### src/rtl/proc_control_if.sv
// Control-bus bundle between the step controller and its datapath/driver.
// The controller side is 'master'; the side supplying run/din is 'slave'.
interface proc_control_if;
  logic        run;
  logic [15:0] din;
  logic [15:0] ir_out;
  logic [3:0]  sel;
  logic [7:0]  r_in;
  logic        a_in;
  logic        g_in;
  logic        addsub;
  logic        done;

  modport master (
    input  run, din,
    output ir_out, sel, r_in, a_in, g_in, addsub, done
  );

  modport slave (
    output run, din,
    input  ir_out, sel, r_in, a_in, g_in, addsub, done
  );
endinterface

### src/rtl/proc_control.sv
// Four-step instruction controller for a simple 8-register processor datapath.
// State and IR are registered; every control output is decoded from them.
module proc_control #(
  parameter logic [2:0] OP_MV  = 3'b000,
  parameter logic [2:0] OP_MVT = 3'b001,
  parameter logic [2:0] OP_ADD = 3'b010,
  parameter logic [2:0] OP_SUB = 3'b011
) (
  input  logic            clk,
  input  logic            resetn,
  proc_control_if.master  bus
);

  typedef enum logic [1:0] {T0 = 2'd0, T1 = 2'd1, T2 = 2'd2, T3 = 2'd3} step_t;

  localparam logic [3:0] SEL_IMM = 4'd8;
  localparam logic [3:0] SEL_G   = 4'd9;

  step_t       state;
  logic [15:0] ir;

  logic [2:0] op;
  logic [2:0] rx;
  logic [2:0] ry;
  logic       imm;
  logic       is_arith;

  assign op       = ir[15:13];
  assign rx       = ir[12:10];
  assign imm      = ir[9];
  assign ry       = ir[2:0];
  assign is_arith = (op == OP_ADD) || (op == OP_SUB);

  // NOTE: state registers use non-blocking assignments so every flop samples
  // the pre-edge values, independent of statement order.
  always_ff @(posedge clk or negedge resetn) begin
    if (!resetn) begin
      state <= T0;
      ir    <= 16'h0000;
    end else begin
      case (state)
        T0: if (bus.run) begin
              ir    <= bus.din;
              state <= T1;
            end
        T1:      state <= is_arith ? T2 : T0;
        T2:      state <= is_arith ? T3 : T0;
        T3:      state <= T0;
        default: state <= T0;
      endcase
    end
  end

  // NOTE: every output gets a default before the case so no path leaves it
  // unassigned, which would otherwise infer a latch.
  always_comb begin
    bus.sel    = 4'd0;
    bus.r_in   = 8'h00;
    bus.a_in   = 1'b0;
    bus.g_in   = 1'b0;
    bus.addsub = 1'b0;
    bus.done   = 1'b0;
    case (state)
      T1: begin
        if (op == OP_MV) begin
          bus.sel  = imm ? SEL_IMM : {1'b0, ry};
          bus.r_in = 8'(1) << rx;
          bus.done = 1'b1;
        end else if (op == OP_MVT) begin
          bus.sel  = SEL_IMM;
          bus.r_in = 8'(1) << rx;
          bus.done = 1'b1;
        end else if (is_arith) begin
          bus.sel  = {1'b0, rx};
          bus.a_in = 1'b1;
        end else begin
          // Undefined opcodes retire as a no-op.
          bus.done = 1'b1;
        end
      end
      T2: if (is_arith) begin
        bus.sel    = imm ? SEL_IMM : {1'b0, ry};
        bus.g_in   = 1'b1;
        bus.addsub = (op == OP_SUB);
      end
      T3: if (is_arith) begin
        bus.sel  = SEL_G;
        bus.r_in = 8'(1) << rx;
        bus.done = 1'b1;
      end
      default: ;
    endcase
  end

  assign bus.ir_out = ir;

endmodule

### src/flat_wrapper.sv
// flat-port wrapper written by rule: the top's interface ports become plain ports
module proc_control_flat 
#(
  parameter logic [2:0] OP_MV  = 3'b000,
  parameter logic [2:0] OP_MVT = 3'b001,
  parameter logic [2:0] OP_ADD = 3'b010,
  parameter logic [2:0] OP_SUB = 3'b011
)
  (clk, resetn, bus_run, bus_din, bus_ir_out, bus_sel, bus_r_in, bus_a_in, bus_g_in, bus_addsub, bus_done);
  proc_control_if bus_i ();
  input  logic clk;
  input  logic resetn;
  input wire logic [$bits(bus_i.run)-1:0] bus_run;
  input wire logic [$bits(bus_i.din)-1:0] bus_din;
  output wire logic [$bits(bus_i.ir_out)-1:0] bus_ir_out;
  output wire logic [$bits(bus_i.sel)-1:0] bus_sel;
  output wire logic [$bits(bus_i.r_in)-1:0] bus_r_in;
  output wire logic [$bits(bus_i.a_in)-1:0] bus_a_in;
  output wire logic [$bits(bus_i.g_in)-1:0] bus_g_in;
  output wire logic [$bits(bus_i.addsub)-1:0] bus_addsub;
  output wire logic [$bits(bus_i.done)-1:0] bus_done;
  assign bus_i.run = bus_run;
  assign bus_i.din = bus_din;
  assign bus_ir_out = bus_i.ir_out;
  assign bus_sel = bus_i.sel;
  assign bus_r_in = bus_i.r_in;
  assign bus_a_in = bus_i.a_in;
  assign bus_g_in = bus_i.g_in;
  assign bus_addsub = bus_i.addsub;
  assign bus_done = bus_i.done;
  proc_control #(.OP_MV(OP_MV), .OP_MVT(OP_MVT), .OP_ADD(OP_ADD), .OP_SUB(OP_SUB)) u_core (.clk(clk), .resetn(resetn), .bus(bus_i));
endmodule
### config.mk
export PLATFORM = sky130hd
export DESIGN_NAME = proc_control_flat
export DESIGN_NICKNAME = d
export VERILOG_FILES = /design/src/rtl/proc_control_if.sv /design/src/rtl/proc_control.sv /design/src/flat_wrapper.sv
export SDC_FILE = /design/constraint.sdc
export NUM_CORES = 1
export LEC_CHECK = 0
export ABC_AREA = 1
export CORE_ASPECT_RATIO = 1.5
export CORE_MARGIN = 5
export CORE_UTILIZATION = 35
export CTS_BUF_LIST = sky130_fd_sc_hd__clkbuf_4 sky130_fd_sc_hd__clkbuf_8
export DETAILED_ROUTE_END_ITERATION = 7
export PLACE_DENSITY_LB_ADDON = 0.3
export SLEW_MARGIN = 10
export SYNTH_ARGS = -nofsm -noshare
export SYNTH_HDL_FRONTEND = slang
export SYNTH_SLANG_ARGS = --single-unit
### constraint.sdc
create_clock -name clk -period 1.4 [get_ports clk]
set_input_delay 0.42 -clock clk [delete_from_list [all_inputs] [get_ports clk]]
set_output_delay 0.42 -clock clk [all_outputs]
set_load 0.01 [all_outputs]
Word level (Yosys, flattened, before mapping)
Cells that the tools add are included.

Flip-flop bits (word level): 18. Latch bits: 0. Memory bits (writable): 0. Memory bits (read-only): 0. Output and inout port bits: 32. Logic and storage cells: 40. Memories: 0.

Add/sub/neg operators: 0. Multipliers: 0. Divide/modulo/power cells: 0. Order comparisons: 0. Eq/ne operators: 7. Shift-type cells: 1. Mux-type cells: 26. Bitwise gates (word level): 0. Reductions and logical operators: 4.

Operator list (count): 8-bit 2-to-1 mux (3); 4-bit 2-to-1 mux (5); 8-bit case mux with 2 select lines (1); 4-bit case mux with 3 select lines (1); 1-bit 2-to-1 mux (10); 2-bit case mux with 4 select lines (1); 1-bit by 3-bit << shifter with 8-bit output (first input constant) (1); 3-bit by 2-bit equality test with 1-bit output (second input constant) (2); 2-bit 2-to-1 mux (3); 2-bit equality test (second input constant) (2); 3-bit by 1-bit equality test with 1-bit output (second input constant) (1); 3-bit logical NOT (1); 3-bit 2-to-1 mux (1); 2-bit by 1-bit equality test with 1-bit output (second input constant) (1); 2-bit logical NOT (1); 2-bit != test (second input constant) (1); 1-bit case mux with 2 select lines (1); 2-bit AND reduction (1); 1-bit logical OR (1).

Depth between registers and ports, before layout
Gate-level depths: netlist of the first run.

Word-level depth: 6. Mapped depth: 7. Mapped depth without buffers: 7.

Least setup slack after synthesis of the first run
No wires, ideal clock.

Path kind: register to output. Start point: register u_core.ir[15] (netlist: u_core.bus.ir_out[15]). End point: output bus_addsub. Arrival: 1113 ps. Required time: 980 ps. Path slack: -133 ps. Stages on the path, launching flop included: 6. Buffers on the path: 0. Path through: dfrtp_1 -> inv_1 -> nand2_1 -> nor2_2 -> inv_1 -> nor2_1.

Longest elaborated chain between the ends: 4. Elaborated cells on any way between the ends: 5. Those cells by class: 2 x eq/ne; 2 x mux; 1 x reduce/logical.

Ends and longest elaborated chain: start: declaration (RTL line proc_control.sv:20) `logic [15:0] ir;`; start signal: assignment (RTL line proc_control.sv:43) `ir <= bus.din;`; 3-bit by 2-bit equality test with 1-bit output (on tied branches) (RTL line proc_control.sv:32, proc_control.sv:84); 1-bit logical OR (RTL line proc_control.sv:32) `assign is_arith = (op == OP_ADD) || (op == OP_SUB);`; 1-bit 2-to-1 mux * (RTL line proc_control.sv:81) `T2: if (is_arith) begin`; 1-bit 2-to-1 mux * (RTL line proc_control.sv:63) `case (state)`; end: declaration (RTL line flat_wrapper.sv:20) `output wire logic [$bits(bus_i.addsub)-1:0] bus_addsub;`.

Mark *: on every way between the ends. The rest lies on a longest branch, timed or not.

Worst setup path after layout of the first run
Start point: register u_core.ir[15] (netlist: u_core.bus.ir_out[15]). End point: output bus_r_in[3].

Longest elaborated chain between the ends: 4. Elaborated cells on any way between the ends: 9. Those cells by class: 3 x eq/ne; 4 x mux; 2 x reduce/logical.

Ends and longest elaborated chain: 3-bit by 1-bit equality test with 1-bit output or 3-bit by 2-bit equality test with 1-bit output (tied branches) (RTL line proc_control.sv:69, proc_control.sv:32); 8-bit 2-to-1 mux or 1-bit logical OR (tied branches) (RTL line proc_control.sv:69, proc_control.sv:32); 8-bit 2-to-1 mux (on tied branches) (RTL line proc_control.sv:65, proc_control.sv:86); 8-bit case mux with 2 select lines * (RTL line proc_control.sv:63); end: declaration (RTL line flat_wrapper.sv:17) `output wire logic [$bits(bus_i.r_in)-1:0] bus_r_in;`.

Marks and branches as above.

==> flow_summary.yaml, run 1 <==
outcome:
  status: "finished with violations"
  violations: "negative setup slack"
synth:
  synth_commonest_cells: "nand2_1 (36), nor2_1 (20), dfrtp_1 (18)"
  synth-seq-cells: 18
  syn_nets: 151
  ys.flop_type: "dfrtp_1"
  synth_area_per_cell_um2: 7.59
  synth_cells: 132
  ys_seq_area_frac: 0.449
  async_flop_share: 1.00
  yosys.area.top_type_share: 0.449
  synth.most_common_cell: "nand2_1"
  ys_types: 17
  yosysWarningCount: 0
  yosysTopAreaCell: "dfrtp_1"
  synth_edf_count: 0
  syn_area_mm2: 0.00100
  synth_area_leaders: "dfrtp_1 (45%), nand2_1 (13%), nand3_1 (8.5%)"
detailed_routing:
  vias_per_cell: 4.69
  drt_wl_total_um: 3830
  drtPass1Iterations: 4
  wl_per_cell_um: 14.6
  drc: 0
  postRouteAntennaNets: 0
  num_vias: 1228
  drt_iter0_drc: 11
critical_path:
  worstPathMaxFanout: 4
  crit_slowest_cell: "dfrtp_2"
  path_cells: "inv_4, nand4_1, nand2_2, nand2_2, nor2_1, buf_2"
  criticalPathCategory: "reg2out"
  cp_slowest_stage_delay_ps: 450
  cp-end-kind: "output port"
  crit_required_ps: 980
  crit_arrival_ps: 1420
  crit_path_start_kind: "flip-flop"
  critPathBufInv: 2
  crit_family: "simple AND/OR/NAND/NOR gates"
  cp_common_cell: "nand2_2"
finish:
  drive_above_1_share: 0.542
  nets: 245
  area_growth_pct: 96.4
  final_cells: 262
  n_antenna_cell: 0
  postLayoutCellArea_mm2: 0.00197
clocking:
  clockBufferDepth: 2
  numCtsBuffers: 3
  cts_tree: "yes"
  cts.reportedPaths.clkPinSlew_ps: 70
  cts_sinks: 18
  clock_latency_ps: 260
  hold_buffers: 0
  cts_htree_levels: 1
  clockRootBuffer: "clkbuf_8"
placed_design:
  io_buffers: 50
  pre_cts_slack_ps: -548
  post-dp-hpwl_um: 2610
  placed_cells_incl_taps: 246
  gp_congestion: 0.813
  postPlaceCellArea_mm2: 0.00178
power:
  total_power_uw: 2230
  p_leak_uw: 0.00102
  peakVddDrop_mv: 0.914
  power_density_mw_per_mm2: 1130
global_routing:
  antenna_found_initial: 0
  groute.usage.overall: 0.187
  grt_pass1_vias: 1273
  gr-total-overflow: 0
  grt_start_max_net_pins: 26
  grt_pass1_wl_um: 5550
die:
  io_pins: 51
  coreArea_mm2: 0.00271
  dieArea_mm2: 0.00406
  initial_core_util: 0.370
  chipHeight_um: 75.5
  die_w_um: 53.7
  rows: 23
sta:
  finalCritPeriodShare: 1.31
  hold_viol_final: 0
  slew_headroom: 0.661
  timing.final.crit_period_ps: 1840
  max_clock_freq_ghz: 0.543
  slew_viol_final: 0
  worst_slew_pin_slew_ps: 508
  fin_worst_skew_ps: 5.25
  finalSetupViolations: 21
  setup_ws_ps: -440
  hold_ws_ps: 480
  rsz0062_at_grt: "true"
run:
  maxCapViolations: 0
worst_hold_path:
  hold_path_class: "in2async"
-- routing by layer --
| metal | share of wire | global-route usage | up-vias | wire, um |
|---|---|---|---|---|
| met2 | 0.59 | 0.360 | 36 | 2270 |
| met4 | 0.017 | 0.0710 | 0 | 64 |
| met3 | 0.044 | 0.0313 | 7 | 167 |
| li1 | - | - | 603 | - |
| met1 | 0.35 | 0.194 | 582 | 1320 |
| met5 | 0 | 0 | - | 0 |
-- final cells by class --
class	count	area (um^2)
timing repair buffer	90	741
inverter	14	55.1
fill	220	737
sequential	18	458
multi-input combinational	99	613
tap	37	46.3
clock buffer	4	55.1
-- kinds of logic (layout without fill, tap and decap cells) --
group / after synthesis / in the layout / synth area share
DFF: 18 / 18 / 0.449
buffers and inverters: 17 / 108 / 0.0786
AOI/OAI and AO/OA: 12 / 12 / 0.0924
and+or+nand+nor: 85 / 87 / 0.380
-- metrics by stage --
stage           util  TNS (ps)
2_1_floorplan      -      -177
3_3_place_gp   0.658     -8560
3_5_place_dp   0.658     -9340
4_1_cts        0.674     -5600
5_1_grt        0.728     -7700
6_report       0.728     -6180
-- power breakdown --
part / total, uW / internal, uW / leakage, uW / switching (uW)
clock network: 434 / 251 / 0.0000288 / 184
logic: 1050 / 530 / 0.000781 / 525
registers: 739 / 630 / 0.000206 / 110
-- timing repair --
action | CTS | global route
setup buffers | 9 | 4
endpoints found under the setup margin | 32 | 30
gates cloned | 0 | 2
resized for setup | 112 | 31
pin swaps | 9 | 17
-- path summary, 6_finish.rpt --
| path | startpoint | slack (ps) | cells after the start | endpoint |
|---|---|---|---|---|
| max in group asynchronous | resetn | 700 | 2 | u_core.bus.ir_out[9] |
| worst min-delay path | resetn | 480 | 2 | u_core.bus.ir_out[7] |
| min in group clk | u_core.bus.ir_out[7] | 480 | 2 | u_core.bus.ir_out[7] |
| worst max register to register | u_core.state[0] | -20 | 6 | u_core.bus.ir_out[13] |
| worst max-delay path | u_core.bus.ir_out[15] | -440 | 6 | bus_r_in[3] |
| worst min register to register | u_core.bus.ir_out[7] | 480 | 2 | u_core.bus.ir_out[7] |
-- registers in the layout, summed over array words and instances, names as in the netlist --
name,flops
u_core.bus.ir_out,16
u_core.state,2
-- layout by cell type, fill, tap and decap left out, types with 5 or more instances in the layout --
cell / synthesis / routed
nand2_2: 4 / 8
inv_1: 13 / 10
clkdlybuf4s50_1: 0 / 17
nor2_1: 20 / 9
nand3_2: 0 / 5
a21oi_2: 8 / 8
buf_4: 0 / 32
dfrtp_2: 0 / 6
buf_2: 0 / 17
dlygate4sd2_1: 0 / 7
nand2_1: 36 / 30
nor2_2: 5 / 13
dfrtp_1: 18 / 12
buf_6: 2 / 12
nand3_1: 17 / 12
(Power assumes the default switching activity.)
==> inputs of run 2 (changes only) <==
--- a/config.mk
+++ b/config.mk
@@ -11,7 +11,7 @@
 export CORE_UTILIZATION = 35
 export CTS_BUF_LIST = sky130_fd_sc_hd__clkbuf_4 sky130_fd_sc_hd__clkbuf_8
 export DETAILED_ROUTE_END_ITERATION = 7
-export PLACE_DENSITY_LB_ADDON = 0.3
+export PLACE_DENSITY = 0.71
 export SLEW_MARGIN = 10
 export SYNTH_ARGS = -nofsm -noshare
 export SYNTH_HDL_FRONTEND = slang
==> run 2 against run 1 <==
Net effect: the run still ends with negative setup slack left; sequential share of layout area grew 1.3 points; wire length shrank 13%; clock power down 8.8%; cell count fell by 3.4%; sequential cell count unchanged; via count fell by 4.9%; maximum frequency increased by 1.4%; combinational power is 9% lower; critical path type unchanged; critical endpoint is now bus_addsub; largest power group unchanged.
==> flow_summary.yaml, run 2 (synthesis gave the netlist of run 1 again) <==
sta:
  finalCritPeriodShare: 1.30
  fin_tns_setup_ps: -5740
  timing.final.crit_period_ps: 1820
  max_clock_freq_ghz: 0.551
  hold_ws_ps: 470
  worst_slew_pin_slew_ps: 317
  fin_worst_skew_ps: 0.711
  hold_viol_final: 0
  finalSetupViolations: 17
  rsz0062_at_grt: "true"
  setup_ws_ps: -415
  slew_headroom: 0.788
  slew_viol_final: 0
die:
  initial_core_util: 0.370
  dieArea_mm2: 0.00406
  io_pins: 51
  chipHeight_um: 75.5
  coreArea_mm2: 0.00271
  rows: 23
  die_w_um: 53.7
finish:
  drive_above_1_share: 0.486
  final_cells: 253
  n_antenna_cell: 0
  layout_common_cells: "nand2_1 (33), buf_4 (25), buf_2 (19), clkdlybuf4s50_1 (18), dfrtp_1 (14)"
  largest_reg_flops: 16
  layout_commonest_cell: "nand2_1"
  nFillCells: 242
  area_growth_pct: 84.6
  nets: 236
global_routing:
  gr-total-overflow: 0
  grt_start_max_net_pins: 26
  grt_pass1_vias: 1204
  groute.usage.overall: 0.168
  antenna_found_initial: 0
  grt_pass1_wl_um: 5110
detailed_routing:
  drtPass1Iterations: 4
  drt_iter0_drc: 10
  num_vias: 1168
  drc: 0
  vias_per_cell: 4.62
  postRouteAntennaNets: 0
  drt_wl_total_um: 3340
  wl_per_cell_um: 13.2
clocking:
  numCtsBuffers: 3
  cts_sinks: 18
  clockBufferDepth: 2
  cts_htree_levels: 1
  cts_tree: "yes"
  clockRootBuffer: "clkbuf_8"
  cts.reportedPaths.clkPinSlew_ps: 70
  clock_latency_ps: 250
  hold_buffers: 0
power:
  p_leak_uw: 0.000964
  peakVddDrop_mv: 0.687
  power_density_mw_per_mm2: 1130
worst_hold_path:
  holdPathStages: 2
  worstHoldStart: "u_core.bus.ir_out[6]"
  hold_path_end: "u_core.bus.ir_out[6]"
  hold_path_class: "reg2reg"
placed_design:
  placed_cells_incl_taps: 243
  io_buffers: 50
  post-dp-hpwl_um: 2470
  gp_congestion: 0.818
critical_path:
  setup.worst_path.start: "u_core.state[1]"
  crit_arrival_ps: 1400
  r2r_end: "u_core.bus.ir_out[1]"
  reg2reg_from: "u_core.state[1]"
  ff2ff_path_depth: 6
  crit_path_start_kind: "flip-flop"
  crit_required_ps: 980
  criticalPathCategory: "reg2out"
  rrSetupSlack_ps: 50
  path_cells: "buf_6, nand2_2, nor2_4, buf_6, inv_1, nor2_2, buf_2"
  crit_slowest_cell: "dfrtp_2"
  cp_common_cell: "buf_6"
  cp_slowest_stage_delay_ps: 400
  worstPathMaxFanout: 4
  cp-end-kind: "output port"
outcome:
  violations: "negative setup slack"
  status: "finished with violations"
run:
  maxCapViolations: 0
[run 2: changes by cell type in the layout (fill, tap and decap cells not counted), sizes merged]
cell	change
clkdlybuf4s50	+1
nand2	-1
dlymetal6s2s	-1
buf	-7
dlygate4sd2	-1
[run 2: how the worst max path moves through the flow]
| stage | to | slack [ps] | cells past startpoint |
|---|---|---|---|
| floorplan | bus_r_in[6] | -30 | 5 |
| global placement | bus_sel[0] | -500 | 8 |
| detailed placement | bus_r_in[7] | -570 | 5 |
| CTS | bus_r_in[5] | -400 | 6 |
| global route | bus_r_in[6] | -490 | 6 |
| finish | bus_addsub | -420 | 7 |
[run 2: where the power goes]
| part | leakage, uW | internal (uW) | switching (uW) |
|---|---|---|---|
| registers | 0.000208 | 628 | 105 |
| clock network | 0.0000262 | 221 | 175 |
| logic | 0.000730 | 473 | 484 |
[run 2: critical path: cells and delay by family, from the launching register on]
kind | cells | cell delay (ps)
simple gates | 3 | 330
flops | 1 | 400
buf+inv | 4 | 410
[run 2: timing repair]
action | in CTS | in global routing
gates cloned | 0 | 1
pin swaps | 7 | 9
endpoints found under the setup margin | 32 | 27
setup buffers | 4 | 2
gates resized for setup | 113 | 23
[run 2: final cells by class]
type | count | area [um^2] | area share
clock buffers | 4 | 48.8 | 0.0264
inverters | 14 | 60.1 | 0.0325
multi-input cells | 98 | 577 | 0.312
flip-flops and latches | 18 | 455 | 0.246
well taps | 37 | 46.3 | 0.0250
repair buffers | 82 | 663 | 0.358
[run 2: metrics by stage]
| stage | total power, uW | utilization | setup slack [ps] | instance area (um^2) |
|---|---|---|---|---|
| 4_1_cts | 2030 | 0.656 | -405 | 1780 |
| 2_1_floorplan | 1110 | - | -34.2 | 1030 |
| 5_1_grt | 2220 | 0.684 | -491 | 1850 |
| 6_report | 2090 | 0.684 | -415 | 1850 |
| 3_5_place_dp | 1670 | 0.650 | -572 | 1760 |
| 3_3_place_gp | 1650 | 0.650 | -496 | 1760 |
[run 2: routing by layer]
layer  GRT usage  wire length (um)  vias to the layer above
met5           0                 0                        -
met4      0.0426                28                        0
met3      0.0450               206                        4
met2       0.323              1900                       37
met1       0.173              1210                      541
li1            -                 -                      586
